## src/rtl/seg_pkg.sv

```systemverilog
// Shared segment-bus definitions: bit indices, glyph table, per-digit record.
// Imported by the scan decoder and the display driver's self-check.
package seg_pkg;

  localparam int SEG_A  = 0;
  localparam int SEG_B  = 1;
  localparam int SEG_C  = 2;
  localparam int SEG_D  = 3;
  localparam int SEG_E  = 4;
  localparam int SEG_F  = 5;
  localparam int SEG_G  = 6;
  localparam int SEG_DP = 7;

  // Active-high a..g pattern for nibble k lives at GLYPHS[k]
  localparam logic [15:0][6:0] GLYPHS = {
    7'h71, 7'h79, 7'h5E, 7'h39,
    7'h7C, 7'h77, 7'h6F, 7'h7F,
    7'h07, 7'h7D, 7'h6D, 7'h66,
    7'h4F, 7'h5B, 7'h06, 7'h3F
  };

  localparam logic [6:0] SEG_BLANK = 7'h00;
  localparam logic [6:0] ALT_7     = 7'h27;
  localparam logic [6:0] ALT_9     = 7'h67;

  typedef struct packed {
    logic [3:0] nib;
    logic       dp;
    logic       blank;
    logic       err;
  } dig_rec_t;

endpackage

```

## src/rtl/seg_glyph_decode.sv

```systemverilog
// Combinational active-high segment pattern -> {nibble, dp, blank, err}.
// SEG_DEC_ALT_GLYPH_EN also accepts the alternate 7 (27) and 9 (67) glyphs.
module seg_glyph_decode
  import seg_pkg::*;
(
  input  logic [7:0] pat_i,
  output dig_rec_t   rec_o
);

  logic hit;

  always_comb begin
    rec_o    = '0;
    hit      = 1'b0;
    rec_o.dp = pat_i[SEG_DP];
    for (int k = 0; k < 16; k++) begin
      if (pat_i[SEG_G:SEG_A] == GLYPHS[k]) begin
        rec_o.nib = 4'(k);
        hit       = 1'b1;
      end
    end
`ifdef SEG_DEC_ALT_GLYPH_EN
    if (pat_i[SEG_G:SEG_A] == ALT_7) begin
      rec_o.nib = 4'd7;
      hit       = 1'b1;
    end
    if (pat_i[SEG_G:SEG_A] == ALT_9) begin
      rec_o.nib = 4'd9;
      hit       = 1'b1;
    end
`endif
    if (pat_i[SEG_G:SEG_A] == SEG_BLANK) begin
      rec_o.blank = 1'b1;
    end else if (!hit) begin
      rec_o.err = 1'b1;
    end
  end

endmodule

```

## src/rtl/seg_scan_decoder.sv

```systemverilog
// Rebuilds per-digit hex/dp/blank/err from a multiplexed 7-seg bus.
// A digit commits only after STABLE_CNT identical samples (ghost filter).
module seg_scan_decoder
  import seg_pkg::*;
#(
  parameter int NUM_DIGITS     = 8,
  parameter int STABLE_CNT     = 3,
  parameter bit SEG_ACTIVE_LOW = 1'b1
) (
  input  logic                    clk,
  input  logic                    rst,
  input  logic                    sample_valid,
  input  logic [NUM_DIGITS-1:0]   dig_sel,
  input  logic [7:0]              seg_in,
  output logic [4*NUM_DIGITS-1:0] value,
  output logic [NUM_DIGITS-1:0]   dp,
  output logic [NUM_DIGITS-1:0]   blank,
  output logic [NUM_DIGITS-1:0]   err,
  output logic                    update,
  output logic                    frame_done,
  output logic                    sel_err
);

  localparam int IW = (NUM_DIGITS > 1) ? $clog2(NUM_DIGITS) : 1;
  localparam logic [3:0] SC = 4'(STABLE_CNT);

  logic [7:0] cand_q [NUM_DIGITS];
  logic [7:0] cand_d [NUM_DIGITS];
  logic [3:0] cnt_q  [NUM_DIGITS];
  logic [3:0] cnt_d  [NUM_DIGITS];
  dig_rec_t   rec_q  [NUM_DIGITS];
  dig_rec_t   rec_d  [NUM_DIGITS];

  logic [NUM_DIGITS-1:0] seen_q, seen_d;
  logic                  upd_q, upd_d;
  logic                  sel_q, sel_d;

  logic [7:0]    pat;
  logic [IW-1:0] idx;
  logic          onehot;
  logic          hold;
  logic          commit;
  dig_rec_t      dec;

  assign pat    = SEG_ACTIVE_LOW ? ~seg_in : seg_in;
  assign onehot = $onehot(dig_sel);

  always_comb begin
    idx = '0;
    for (int k = 0; k < NUM_DIGITS; k++) begin
      if (dig_sel[k]) idx = IW'(k);
    end
  end

  seg_glyph_decode u_dec (
    .pat_i (pat),
    .rec_o (dec)
  );

  always_comb begin
    cand_d = cand_q;
    cnt_d  = cnt_q;
    rec_d  = rec_q;
    upd_d  = 1'b0;
    sel_d  = 1'b0;
    hold   = 1'b0;
    commit = 1'b0;
    // A full seen mask is reported this cycle and restarts at the edge
    seen_d = (&seen_q) ? '0 : seen_q;
    if (sample_valid && !onehot) begin
      sel_d = 1'b1;
    end else if (sample_valid) begin
      hold = (pat == cand_q[idx]) && (cnt_q[idx] != 4'd0);
      if (hold) begin
        if (cnt_q[idx] != SC) cnt_d[idx] = cnt_q[idx] + 4'd1;
      end else begin
        cand_d[idx] = pat;
        cnt_d[idx]  = 4'd1;
      end
      commit = (cnt_d[idx] == SC) && !(hold && cnt_q[idx] == SC);
      if (commit) begin
        rec_d[idx]  = dec;
        upd_d       = (dec != rec_q[idx]);
        seen_d[idx] = 1'b1;
      end
    end
  end

  always_ff @(posedge clk or negedge rst) begin
    if (!rst) begin
      for (int k = 0; k < NUM_DIGITS; k++) begin
        cand_q[k] <= '0;
        cnt_q[k]  <= '0;
        rec_q[k]  <= '{nib: 4'd0, dp: 1'b0, blank: 1'b1, err: 1'b0};
      end
      seen_q <= '0;
      upd_q  <= 1'b0;
      sel_q  <= 1'b0;
    end else begin
      cand_q <= cand_d;
      cnt_q  <= cnt_d;
      rec_q  <= rec_d;
      seen_q <= seen_d;
      upd_q  <= upd_d;
      sel_q  <= sel_d;
    end
  end

  always_comb begin
    value = '0;
    dp    = '0;
    blank = '0;
    err   = '0;
    for (int k = 0; k < NUM_DIGITS; k++) begin
      value[4*k +: 4] = rec_q[k].nib;
      dp[k]           = rec_q[k].dp;
      blank[k]        = rec_q[k].blank;
      err[k]          = rec_q[k].err;
    end
  end

  assign update     = upd_q;
  assign frame_done = &seen_q;
  assign sel_err    = sel_q;

endmodule

```

## config.mk

```make
export PLATFORM = sky130hd
export DESIGN_NAME = seg_scan_decoder
export DESIGN_NICKNAME = d
export VERILOG_FILES = /design/src/rtl/seg_pkg.sv /design/src/rtl/seg_glyph_decode.sv /design/src/rtl/seg_scan_decoder.sv
export SDC_FILE = /design/constraint.sdc
export NUM_CORES = 1
export LEC_CHECK = 0
export CELL_PAD_IN_SITES_DETAIL_PLACEMENT = 1
export CELL_PAD_IN_SITES_GLOBAL_PLACEMENT = 1
export CORE_ASPECT_RATIO = 1.1
export CORE_MARGIN = 2
export CORE_UTILIZATION = 50
export CTS_BUF_LIST = sky130_fd_sc_hd__clkbuf_4
export DETAILED_ROUTE_END_ITERATION = 16
export GPL_TIMING_DRIVEN = 0
export HOLD_SLACK_MARGIN = 0.12
export PLACE_DENSITY = 0.95
export RECOVER_POWER = 25
export SYNTH_ARGS = -nofsm -noshare
export SYNTH_HDL_FRONTEND = slang
export SYNTH_SLANG_ARGS = --single-unit
```

## constraint.sdc

```tcl
create_clock -name clk -period 6.3 [get_ports clk]
set_input_delay 1.26 -clock clk [delete_from_list [all_inputs] [get_ports clk]]
set_output_delay 1.26 -clock clk [all_outputs]
set_load 0.05 [all_outputs]
```

# Word level (Yosys, flattened, before mapping)
# Index checks and enable logic that the tools add are counted.
# W data, S select, Z words.
op_classes:
  n_addsub: 8
  n_lt_le_gt_ge: 4
  n_eq_ne: 22
  n_mux: 76
  bitwise: 8
  reduce_logical: 14
ops:
  columns: ["op", "count"]
  rows:
  - ["$mux W32", 4]
  - ["$eq A7 B7 Y1 const B", 12]
  - ["$bwmux W64", 1]
  - ["$bwmux W56", 1]
  - ["$mux W8", 7]
  - ["$mux W4", 13]
  - ["$bwmux W32", 1]
  - ["$mux W3", 10]
  - ["$mux W1", 26]
  - ["$and A24 B24 Y24", 1]
  - ["$bmux W4 S3", 2]
  - ["$bmux W8 S3", 1]
  - ["$demux W8 S3", 1]
  - ["$not A24 Y24", 1]
  - ["$bmux W7 S3", 1]
  - ["$demux W7 S3", 1]
  - ["$mux W7", 3]
  - ["$or A8 B8 Y8", 2]
  - ["$eq A7 B3 Y1 const B", 2]
  - ["$eq A7 B6 Y1 const B", 2]
  - ["$demux W4 S3", 1]
  - ["$add A1 B1 Y2", 4]
  - ["$eq A4 B2 Y1 const B", 2]
  - ["$eq A8 B8 Y1", 1]
  - ["22 further kinds", 32]
word_totals:
  reg_bits: 162
  input_bits: 19
  word_cells: 183

# Logic depth before layout (Yosys ltp)
# Gate-level depths: netlist of run 1.
logic_depth:
  depth_word: 25
  depth_mapped: 20
  depth_no_buf: 18

# Modules after synthesis
# A second synthesis of run 1 with hierarchy kept.
hier_totals:
  cells_unflattened: 954
  hier_area_um2: 9225.1
by_module_without_submodules:
  columns: ["module", "instances", "cells_per_inst", "area_each_um2"]
  rows:
  - ["seg_scan_decoder", 1, 899, 8843.5]
  - ["seg_glyph_decode", 1, 55, 381.6]

# Worst setup path after synthesis of run 1
# Ideal clock, no wire load.
synth_path:
  path_type: "input-to-reg"
  startpoint: "input dig_sel[6]"
  endpoint: "register rec_q (netlist bit err[7])"
  arrival_time_ns: 5.342
  t_required_ns: 6.175
  slack_ns: 0.833
  stages: 18
  path_buffers: 2
  path_cell_list: "buf_2 > inv_2 > clkbuf_1 > fa_1 > fa_1 > inv_1 > ha_1 > fa_1 > nor2_1 > a21oi_1 > nor3b_1 > nand2_1 > a21oi_1 > a21boi_0 > a41o_1 > a31oi_1 > nor3_4 > mux2_4"
synth_via:
  elab_chain_cells: 18
  word_cells_on_any_way: 46
  cone_classes: "add/sub (4); order compare (2); eq/ne (5); mux (21); bitwise (5); reduce/logical (9)"
synth_rtl:
  columns: ["element", "line", "source"]
  rows:
  - ["from (decl)", "seg_scan_decoder.sv:13", "input logic [NUM_DIGITS-1:0] dig_sel,"]
  - ["$mux W3 (2 in a row)", "seg_scan_decoder.sv:51", "if (dig_sel[k]) idx = IW'(k);"]
  - ["$not A3 Y4 (implied by the code)", null, null]
  - ["$bmux W4 S3 (tied with other cells)", "seg_scan_decoder.sv:73, seg_scan_decoder.sv:75, seg_scan_decoder.sv:80", null]
  - ["$mux W4 (implied by the code) or $logic_and A1 B1 Y1 (tied branches)", null, null]
  - ["$mux W4, on equally long branches", null, null]
  - ["$add A4 B1 Y4 or $demux W4 S3 (tied branches)", "seg_scan_decoder.sv:75, seg_scan_decoder.sv:78", null]
  - ["$bwmux W32 or $not A24 Y24 (tied branches)", null, null]
  - ["$mux W32 or $and A24 B24 Y24 (tied branches)", null, null]
  - ["$mux W32", "seg_scan_decoder.sv:74", "if (hold) begin"]
  - ["$mux W32", "seg_scan_decoder.sv:72", "end else if (sample_valid) begin"]
  - ["$mux W32", "seg_scan_decoder.sv:70", "if (sample_valid && !onehot) begin"]
  - ["$bmux W4 S3", "seg_scan_decoder.sv:80", "commit = (cnt_d[idx] == SC) && !(hold && cnt_q[idx] == SC);"]
  - ["$mux W4 (implied by the code) (2 in a row)", "seg_scan_decoder.sv:80", null]
  - ["$eq A4 B2 Y1", "seg_scan_decoder.sv:80", null]
  - ["$logic_and A1 B1 Y1", "seg_scan_decoder.sv:80", null]
  - ["$reduce_and A3 Y1 (no source line)", null, null]
  - ["to (signal, indexed assignment)", "seg_scan_decoder.sv:94", "rec_q[k] <= '{nib: 4'd0, dp: 1'b0, blank: 1'b1, err: 1'b0};"]
  - ["to (signal assigned)", "seg_scan_decoder.sv:102", "rec_q <= rec_d;"]
  - ["to (decl)", "seg_scan_decoder.sv:31", "dig_rec_t rec_q [NUM_DIGITS];"]
# Several ways; a longest one is shown, not always the timed one. The select of a mux whose other input is x is not followed.
# A chain may end at the register's enable or synchronous reset.

# Worst setup path after layout of run 1
layout_path:
  startpoint: "input dig_sel[3]"
  endpoint: "register rec_q (netlist bit value[11])"
layout_via:
  elab_chain_cells: 21
  word_cells_on_any_way: 49
  cone_classes: "add/sub (4); order compare (2); eq/ne (5); mux (24); bitwise (5); reduce/logical (9)"
layout_rtl:
  columns: ["element", "line"]
  rows:
  - ["$mux W3 (5 in a row)", "seg_scan_decoder.sv:51"]
  - ["$not A3 Y4 (implied by the code)", null]
  - ["$bmux W4 S3 (tied with other cells)", "seg_scan_decoder.sv:73, seg_scan_decoder.sv:75, seg_scan_decoder.sv:80"]
  - ["$mux W4 (implied by the code) or $logic_and A1 B1 Y1 (tied branches)", null]
  - ["$mux W4, on equally long branches", null]
  - ["$add A4 B1 Y4 or $demux W4 S3 (tied branches)", "seg_scan_decoder.sv:75, seg_scan_decoder.sv:78"]
  - ["$bwmux W32 or $not A24 Y24 (tied branches)", null]
  - ["$mux W32 or $and A24 B24 Y24 (tied branches)", null]
  - ["$mux W32", "seg_scan_decoder.sv:74"]
  - ["$mux W32", "seg_scan_decoder.sv:72"]
  - ["$mux W32", "seg_scan_decoder.sv:70"]
  - ["$bmux W4 S3", "seg_scan_decoder.sv:80"]
  - ["$mux W4 (implied by the code) (2 in a row)", "seg_scan_decoder.sv:80"]
  - ["$eq A4 B2 Y1", "seg_scan_decoder.sv:80"]
  - ["$logic_and A1 B1 Y1", "seg_scan_decoder.sv:80"]
  - ["$reduce_and A3 Y1 (no source line)", null]
# Several ways; a longest one is shown, not always the timed one. The select of a mux whose other input is x is not followed.

==> flow_results.org, run 1 <==
** Status
- The run finished, with violations left.
- The checks that failed: max-capacitance violations, max-slew violations, negative setup slack.

** Timing
- Final setup margin :: -50.7 ps
- Time the worst path needs with I/O delays and setup :: 6350 ps
- Total negative slack for setup checks :: -238 ps
- The worst path uses 101% of the clock period.
- Setup repair after global routing left no endpoint under its margin.
- For the final database, setup skew stands at between 10 and 15 ps.
- Measured slew at the worst slew-check pin :: 3220 ps
- Tightest slew margin relative to the limit :: -114%
- Timing would allow up to 0.157 GHz.
- Final slew viol count :: 165
- Fin. Hold Viols :: 0
- Final setup vio count :: 6

** Power and ir drop
- Leakage Power :: 4.55 nW
- Maximum resistive drop on vdd :: 186 uV
- Areal power density over the cells :: 286 nW/um^2
- Power comes to 3.04 mW.

** Setup path
- Endpoint class of the critical path :: flop
- Cells on worst reg2reg path :: 11
- CP Launch Type :: primary input
- The critical path is of the in2reg type.
- At the worst endpoint, the required time is around 6800 ps.
- Of all nets on the critical path, the largest fanout is 10.
- At the worst endpoint, the arrival time is 6850 ps.

** Routing
- The detailed router finished its first iteration with around 1,000 violations.
- Pre-antenna DRT Iters :: 6
- Count of vias placed by the detailed router :: 9,263
- DRC Markers :: 0
- Using the TritonRoute via totals, the vias-per-cell ratio works out to 6.94.
- Antenna-violating nets left :: 0
- The routed design has 36,500 um of wire.
- After detailed routing, the average wire length per cell comes to about 27 um.

** Clocking
- Clock latency on the worst-skew pair, taken at its later pin, is 610 ps.
- After clock tree synthesis, the clock-pin slew on the worst setup and hold paths is around 140 ps.
- Deepest clock path buffer count :: 2
- The clock net in this run drives a total of 162 sinks.
- CTS H-tree depth :: 4
- Buffers inserted during clock tree synthesis total 17.
- TritonCTS clock tree :: done
- Library cell used as clock root buffer :: sky130_fd_sc_hd__clkbuf_4

** Floorplanning
- Die Height :: 146 um
- The die covers 19,300 sq um.
- In this run the core area contains around 50 standard-cell rows.
- Floorplan die width :: 133 um
- The initial utilization of the core area, before any placement, comes to 51.2%.
- Area of the core region :: 17,800 sq um
- In this run the count of I/O pins placed on the die edge is 78.

** Place
- In this run, placement finished with an instance count of 1,295.
- Routability Congestion :: approximately 1.0
- Pre-CTS WS :: -1930 ps
- Port buffering added 71 buffers.
- Once placement finished, the instance area stood at 10,200 sq um.
- Once detailed placement completed, the half-perimeter wirelength came to 25,600 um.

** GRT
- Via count of the first global-routing pass :: 9,659
- Entering global routing, the biggest net connects 125 pins.
- Global-route wire length before repair :: 56,300 um
- Aggregate global-route resource usage :: around two fifths
- Number of antenna violations at the first check in global routing :: 1
- Overflow left after global routing :: 0

** Final layout
- Share of post-route cells with drive strength above 1 :: 13.5%
- From synthesis to final layout, the design area changed by 16.7%.
- Final cell count without fillers :: 1,334
- Counting the fill cells in the layout gives 2,032.
- Once layout is done, the placed cells without fillers occupy ~11,000 sq um.
- Net total in the final layout :: 1,110

** Hold path
- The worst hold path was traced through 2 stages.
- Worst min path class :: reg2reg

** Logic synthesis
- Number of unique standard cell types used by synthesis :: 83
- Cells after synthesis :: roughly 980
- Sequential elements use 44.6% of the synthesized area.
- Post-synthesis async set-or-reset flop share :: between 90% and 100%
- The number of nets in the synthesized netlist is 1,011.
- In this run, synthesis produced a sequential element count of between 150 and 200.
- Top_reg_cell synth :: sky130_fd_sc_hd__dfrtp_1
- Number of warnings issued by yosys :: 0
- In this run, synthesis inferred 0 flip-flops with an integrated enable.
- Post-synthesis instance area :: 9110 sq um
- Mean instance size in the synthesized netlist :: 9.27 sq um

** Run
- Max-cap violations in this run came to 2.
[metrics by stage]
stage | util, % | hold slack [ps]
floorplan | - | 438
global placement | 56.8 | 457
detailed placement | 57.2 | 473
CTS | 59.5 | 501
global route | 59.7 | 548
finish | 59.7 | 504
[path summary, 6_finish.rpt]
kind,slack (ps),endpoint,from
setup / recovery,-50,value[11],dig_sel[3]
hold reg to reg,500,seen_q[3],seen_q[3]
max in group asynchronous,980,value[1],rst
min in group asynchronous,1240,seen_q[6],rst
setup reg to reg,1530,value[11],cand_q[35]
hold / removal,500,seen_q[3],seen_q[3]
[sequential cells by signal, indices dropped and copies added (netlist names), 8 cells and up]
register  cells
value        32
cand_q       64
cnt_q        32
blank         8
seen_q        8
err           8
dp            8
[logic make-up after synthesis]
group | synth area share, %
XOR/XNOR | 1.83
AND/OR/NAND/NOR | 17.5
buffers and inverters | 4.33
flip-flops | 44.6
multiplexers | 7.87
adder cells (fa/ha/maj) | 1.57
AO/OA/AOI/OAI | 22.3
[repair_timing]
action                     CTS  global route
hold buffers                 0             0
pin swaps                    5             0
setup buffers                7             0
gates resized for setup     14            16
setup endpoints to repair   89            95
[worst max-delay path: stages]
cell and delay (ps):
sky130_fd_sc_hd__clkdlybuf4s50_1 650, sky130_fd_sc_hd__nor2_1 140, sky130_fd_sc_hd__a21oi_1 600, sky130_fd_sc_hd__o31ai_1 240
sky130_fd_sc_hd__a2111oi_2 530, sky130_fd_sc_hd__xnor2_1 200, sky130_fd_sc_hd__nor4_4 740, sky130_fd_sc_hd__and3_1 260
sky130_fd_sc_hd__clkbuf_1 490, sky130_fd_sc_hd__clkbuf_1 630, sky130_fd_sc_hd__a21oi_1 270, sky130_fd_sc_hd__nand2_1 420
sky130_fd_sc_hd__mux2_2 400
[routing by layer]
layer / routed length [um] / part of all wire, % / track usage [%] / vias up
li1: - / - / - / 3783
met2: 17700 / 48 / 63.2 / 651
met4: 2670 / 7.3 / 22.7 / 0
met1: 13000 / 36 / 45.0 / 4587
met5: 0 / 0 / 0 / -
met3: 3150 / 8.6 / 8.64 / 242
[synth_stat cells, types with 6 or more instances]
master | instances | area, sq um
sky130_fd_sc_hd__a211oi_1 | 10 | 75.1
sky130_fd_sc_hd__a21oi_1 | 133 | 666
sky130_fd_sc_hd__a22o_1 | 6 | 52.6
sky130_fd_sc_hd__a31oi_1 | 17 | 106
sky130_fd_sc_hd__and3_1 | 10 | 62.6
sky130_fd_sc_hd__buf_1 | 7 | 26.3
sky130_fd_sc_hd__buf_2 | 12 | 60.1
sky130_fd_sc_hd__clkbuf_1 | 39 | 146
sky130_fd_sc_hd__dfrtp_1 | 154 | 3850
sky130_fd_sc_hd__dfstp_2 | 8 | 210
sky130_fd_sc_hd__inv_1 | 24 | 90.1
sky130_fd_sc_hd__mux2_1 | 25 | 282
sky130_fd_sc_hd__mux2_2 | 12 | 135
sky130_fd_sc_hd__mux2_4 | 12 | 180
sky130_fd_sc_hd__mux2i_1 | 12 | 120
sky130_fd_sc_hd__nand2_1 | 98 | 368
sky130_fd_sc_hd__nand2b_1 | 6 | 37.5
sky130_fd_sc_hd__nand3_1 | 20 | 100
sky130_fd_sc_hd__nand4_1 | 7 | 43.8
sky130_fd_sc_hd__nor2_1 | 121 | 454
sky130_fd_sc_hd__nor3_1 | 24 | 120
sky130_fd_sc_hd__o211ai_1 | 7 | 52.6
sky130_fd_sc_hd__o21ai_0 | 26 | 130
sky130_fd_sc_hd__o21ai_1 | 6 | 30.0
sky130_fd_sc_hd__o221ai_1 | 6 | 52.6
sky130_fd_sc_hd__o22ai_1 | 20 | 125
sky130_fd_sc_hd__o31ai_1 | 11 | 82.6
sky130_fd_sc_hd__or3_1 | 12 | 75.1
sky130_fd_sc_hd__xnor2_1 | 15 | 131
[where the power goes]
| group | internal, mW | switching [mW] |
|---|---|---|
| Sequential | 1.25 | 0.156 |
| Combinational | 0.337 | 0.644 |
| Clock | 0.240 | 0.414 |
| Total | 1.83 | 1.21 |
[cell type report]
| class | count | area [sq um] | area share (%) |
|---|---|---|---|
| Multi-Input combinational cell | 729 | 4770 | 44.9 |
| Tap cell | 238 | 298 | 2.80 |
| Clock buffer | 17 | 128 | 1.20 |
| Clock inverter | 15 | 160 | 1.51 |
| Timing Repair Buffer | 81 | 805 | 7.57 |
| Inverter | 27 | 101 | 0.953 |
| Sequential cell | 162 | 4060 | 38.2 |
| Antenna cell | 1 | 2.50 | 0.0235 |
| Buffer | 64 | 299 | 2.81 |
[layout by cell type (no fill, tap or decap), types with 5 or more instances in the layout]
cell,netlist,routed
sky130_fd_sc_hd__a2111oi_2,4,5
sky130_fd_sc_hd__a211oi_1,10,10
sky130_fd_sc_hd__a21oi_1,133,133
sky130_fd_sc_hd__a22o_1,6,6
sky130_fd_sc_hd__a31oi_1,17,16
sky130_fd_sc_hd__a32oi_1,5,5
sky130_fd_sc_hd__and3_1,10,10
sky130_fd_sc_hd__buf_1,7,7
sky130_fd_sc_hd__buf_2,12,11
sky130_fd_sc_hd__buf_4,5,13
sky130_fd_sc_hd__clkbuf_1,39,35
sky130_fd_sc_hd__clkbuf_4,0,18
sky130_fd_sc_hd__clkdlybuf4s50_1,0,69
sky130_fd_sc_hd__clkinv_4,0,5
sky130_fd_sc_hd__dfrtp_1,154,154
sky130_fd_sc_hd__dfstp_2,8,8
sky130_fd_sc_hd__inv_1,24,23
sky130_fd_sc_hd__mux2_1,25,25
sky130_fd_sc_hd__mux2_2,12,12
sky130_fd_sc_hd__mux2_4,12,12
sky130_fd_sc_hd__mux2i_1,12,12
sky130_fd_sc_hd__nand2_1,98,95
sky130_fd_sc_hd__nand2b_1,6,6
sky130_fd_sc_hd__nand3_1,20,20
sky130_fd_sc_hd__nand4_1,7,7
sky130_fd_sc_hd__nor2_1,121,119
sky130_fd_sc_hd__nor3_1,24,20
sky130_fd_sc_hd__o211ai_1,7,7
sky130_fd_sc_hd__o21a_1,5,5
sky130_fd_sc_hd__o21ai_0,26,26
sky130_fd_sc_hd__o21ai_1,6,6
sky130_fd_sc_hd__o221ai_1,6,6
sky130_fd_sc_hd__o22ai_1,20,20
sky130_fd_sc_hd__o31ai_1,11,11
sky130_fd_sc_hd__or3_1,12,12
sky130_fd_sc_hd__xnor2_1,15,15
Note: power is estimated with default switching activity, not from simulation.
==> run 2: changes to the inputs <==
Settings changed: CORE_MARGIN 2 to unset.
==> flow_results.org, run 2 (synthesized netlist as in run 1, its figures left out) <==
** Final layout
- In the layout the commonest cells are sky130_fd_sc_hd__dfrtp_1, sky130_fd_sc_hd__a21oi_1, sky130_fd_sc_hd__nor2_1.
- Net total in the final layout :: 1,106
- Flip-flop count of the largest register after layout :: 64
- Final instance area :: 10,600 sq um
- Largest Register :: cand_q
- Layout Area Growth over Synthesis :: 16.7%
- Most common cell after layout, fill and taps aside :: sky130_fd_sc_hd__dfrtp_1
- In the final layout, the share of cells above drive strength 1 is between 10 and 15%.

** Timing
- Crit share post-route :: 99.9%
- Final setup vio count :: 0
- Setup repair after global routing left no endpoint under its margin.
- Clock tree skew after final layout :: 19.3 ps
- Fin. Hold Viols :: 0
- In this run the tightest slew margin relative to its limit is -164%.
- Summed over all failing endpoints, the final setup total negative slack is 0 ps.
- The max-slew violation count is 68.
- Hold timing on the final database bottoms out at a slack of 513 ps.
- Counting I/O delays and the setup requirement, the final critical path takes approximately 6300 ps.
- Maximum clock rate :: 0.159 GHz
- Measured slew at the worst slew-check pin :: 3960 ps

** Floorplanning
- The floorplan step defined a die boundary enclosing ~19,000 sq um.
- The initial utilization of the core area, before any placement, comes to 51.3%.
- The floorplan step set the die width to about 130 um.
- In this run the vertical extent of the chip is 144 um.
- For this design the top-level I/O count stands at 78.
- Area of the core region :: 17,700 sq um
- FP Rows :: 51

** Setup path
- Crit Path Class :: in2reg
- The worst register-to-register path has a depth of 14.
- Required time worst endpoint :: 6800 ps
- Largest fanout on the critical path :: 10
- STA classifies the critical path endpoint as a flop.
- Critical Path AT :: 6790 ps
- Setup slack of the worst register-to-register path :: 1630 ps
- Reg2Reg Launch Point :: cnt_q[12]
- Following the worst setup path forward leads to its endpoint at value[13].
- In this run the critical register-to-register path is captured at value[13].
- In this run the worst setup path begins at dig_sel[5].
- CP Launch Type :: primary input

** Hold path
- Worst min path class :: reg2reg

** Clocking
- CTS sink count :: around 160
- Buffers inserted during clock tree synthesis total 17.
- Deepest clock path buffer count :: 2
- The tree is rooted in a sky130_fd_sc_hd__clkbuf_4.
- The clock reaches the later pin of the worst-skew pair after between 600 and 700 ps.
- The H-tree was split into 4 levels.
- Hold repair after CTS inserted 0 buffers.
- TritonCTS clock tree :: done
- After clock tree synthesis, the clock-pin slew on the worst setup and hold paths is 150 ps.

** Power and ir drop
- Areal power density over the cells :: 293 nW/um^2
- Sequential cells burn 45.1% of the power.
- Internal power comes to approximately 1.9 mW.
- Across the VDD grid, the largest voltage drop is 219 uV.
- Clock network power share :: between 20% and 30%
- The completed layout was analyzed and its total power is between 3 and 4 mW.
- In this run switching power makes up 39.7% of total power.
- Logic gate share of total power :: 31.9%
- Switching power of the nets :: 1.24 mW
- Leakage Power :: about 4.6 nW

** Place
- HPWL after DPL :: 25,600 um
- Routability Congestion :: 1.00
- After detailed placement, the total cell area comes to 10,200 sq um.
- The count of buffers added on input and output ports is 71.

** Routing
- In this run, the number of DRC markers left after iteration 0 of detailed routing was 945.
- Via-per-instance ratio :: 6.93
- Pre-antenna DRT Iters :: 5
- Across all layers, the routed design uses 9,227 vias.
- Routed Wire Length :: 37,100 um
- In this run the remaining antenna-violating nets after routing total 0.
- In the final routed layout, each cell accounts on average for about 28 um.
- For this run, design rule violations remaining after detail routing come to 0.

** GRT
- The initial antenna violation count came to 2.
- Overflow left after global routing :: 0
- For this run, the total global-route usage over all layers was measured as 41.1%.
- The number of global-route vias before repair is 9,587.
- The first global-routing pass estimated 56,200 um of wire.
- Maximum number of pins on one net before global-route repair :: 96

** Status
- Violations in the final reports :: max-capacitance violations, max-slew violations
- The run finished, with violations left.

** Run
- Number of maximum-capacitance violations :: 1
## run 2: cell types whose count changed in the layout (fill, tap and decap cells not counted), sizes merged
cell,delta
clkinv,-5
inv,+2
clkbuf,+1
diode,+1
bufinv,+1
buf,-3
## run 2: timing repair
action | CTS | global route
gates resized for setup | 18 | 14
buffers inserted | 4 | 0
setup endpoints to repair | 107 | 87
pin swaps | 2 | 0
## run 2: worst max-delay path: stages
cell and delay [ps]:
sky130_fd_sc_hd__clkdlybuf4s50_1 520, sky130_fd_sc_hd__buf_4 240, sky130_fd_sc_hd__nor4_4 270, sky130_fd_sc_hd__nand2_1 260, sky130_fd_sc_hd__buf_2 300, sky130_fd_sc_hd__o22a_1 270
sky130_fd_sc_hd__o211ai_2 390, sky130_fd_sc_hd__inv_2 160, sky130_fd_sc_hd__ha_2 290, sky130_fd_sc_hd__o2111ai_4 210, sky130_fd_sc_hd__nor3_4 110, sky130_fd_sc_hd__clkbuf_2 260
sky130_fd_sc_hd__nand4_1 270, sky130_fd_sc_hd__buf_4 220, sky130_fd_sc_hd__a21oi_1 80, sky130_fd_sc_hd__a2111oi_1 930, sky130_fd_sc_hd__nand3_4 310, sky130_fd_sc_hd__mux2_1 410
## run 2: how the worst min path moves through the flow
stage               startpoint         to  cells after the start
floorplan            cnt_q[23]  cnt_q[23]                      2
global placement     seen_q[3]  seen_q[3]                      2
detailed placement   cnt_q[23]  cnt_q[23]                      2
CTS                  cnt_q[23]  cnt_q[23]                      2
global route         cnt_q[23]  cnt_q[23]                      2
finish               cnt_q[23]  cnt_q[23]                      2
## run 2: routing by layer
| metal | routed length (um) | GRT usage [%] | vias up |
|---|---|---|---|
| met2 | 18100 | 66.6 | 661 |
| met3 | 3230 | 9.01 | 223 |
| met1 | 13100 | 48.3 | 4573 |
| met4 | 2630 | 28.3 | 0 |
| met5 | 0 | 0 | - |
| li1 | - | - | 3770 |
## run 2: cell type report
class | instances | area, sq um
flip-flops and latches | 162 | 4060
repair buffers | 77 | 769
fillers | 2097 | 7110
plain buffers | 64 | 298
diodes | 2 | 5.00
well taps | 238 | 298
clock inverters | 13 | 173
inverters | 27 | 101
multi-input cells | 729 | 4780
clock buffers | 19 | 143
## run 2: per-stage QoR
stage | utilization [%] | cells | worst slack, ps
6_report | 59.9 | 1331 | 9.01
5_1_grt | 59.9 | 1331 | 20.6
4_1_cts | 59.6 | 1328 | 9.11
3_5_place_dp | 57.3 | 1293 | -2030
3_3_place_gp | 57.0 | 1292 | -2510
2_1_floorplan | - | 983 | 833
## run 2: power groups by stage
stage	clock [mW]	sequential [mW]	combinational, mW
4_1_cts	0.706	1.40	0.962
5_1_grt	0.745	1.42	1.06
2_1_floorplan	0	1.45	0.552
3_3_place_gp	0	1.40	0.869
3_5_place_dp	0	1.41	0.933
6_report	0.715	1.41	0.994
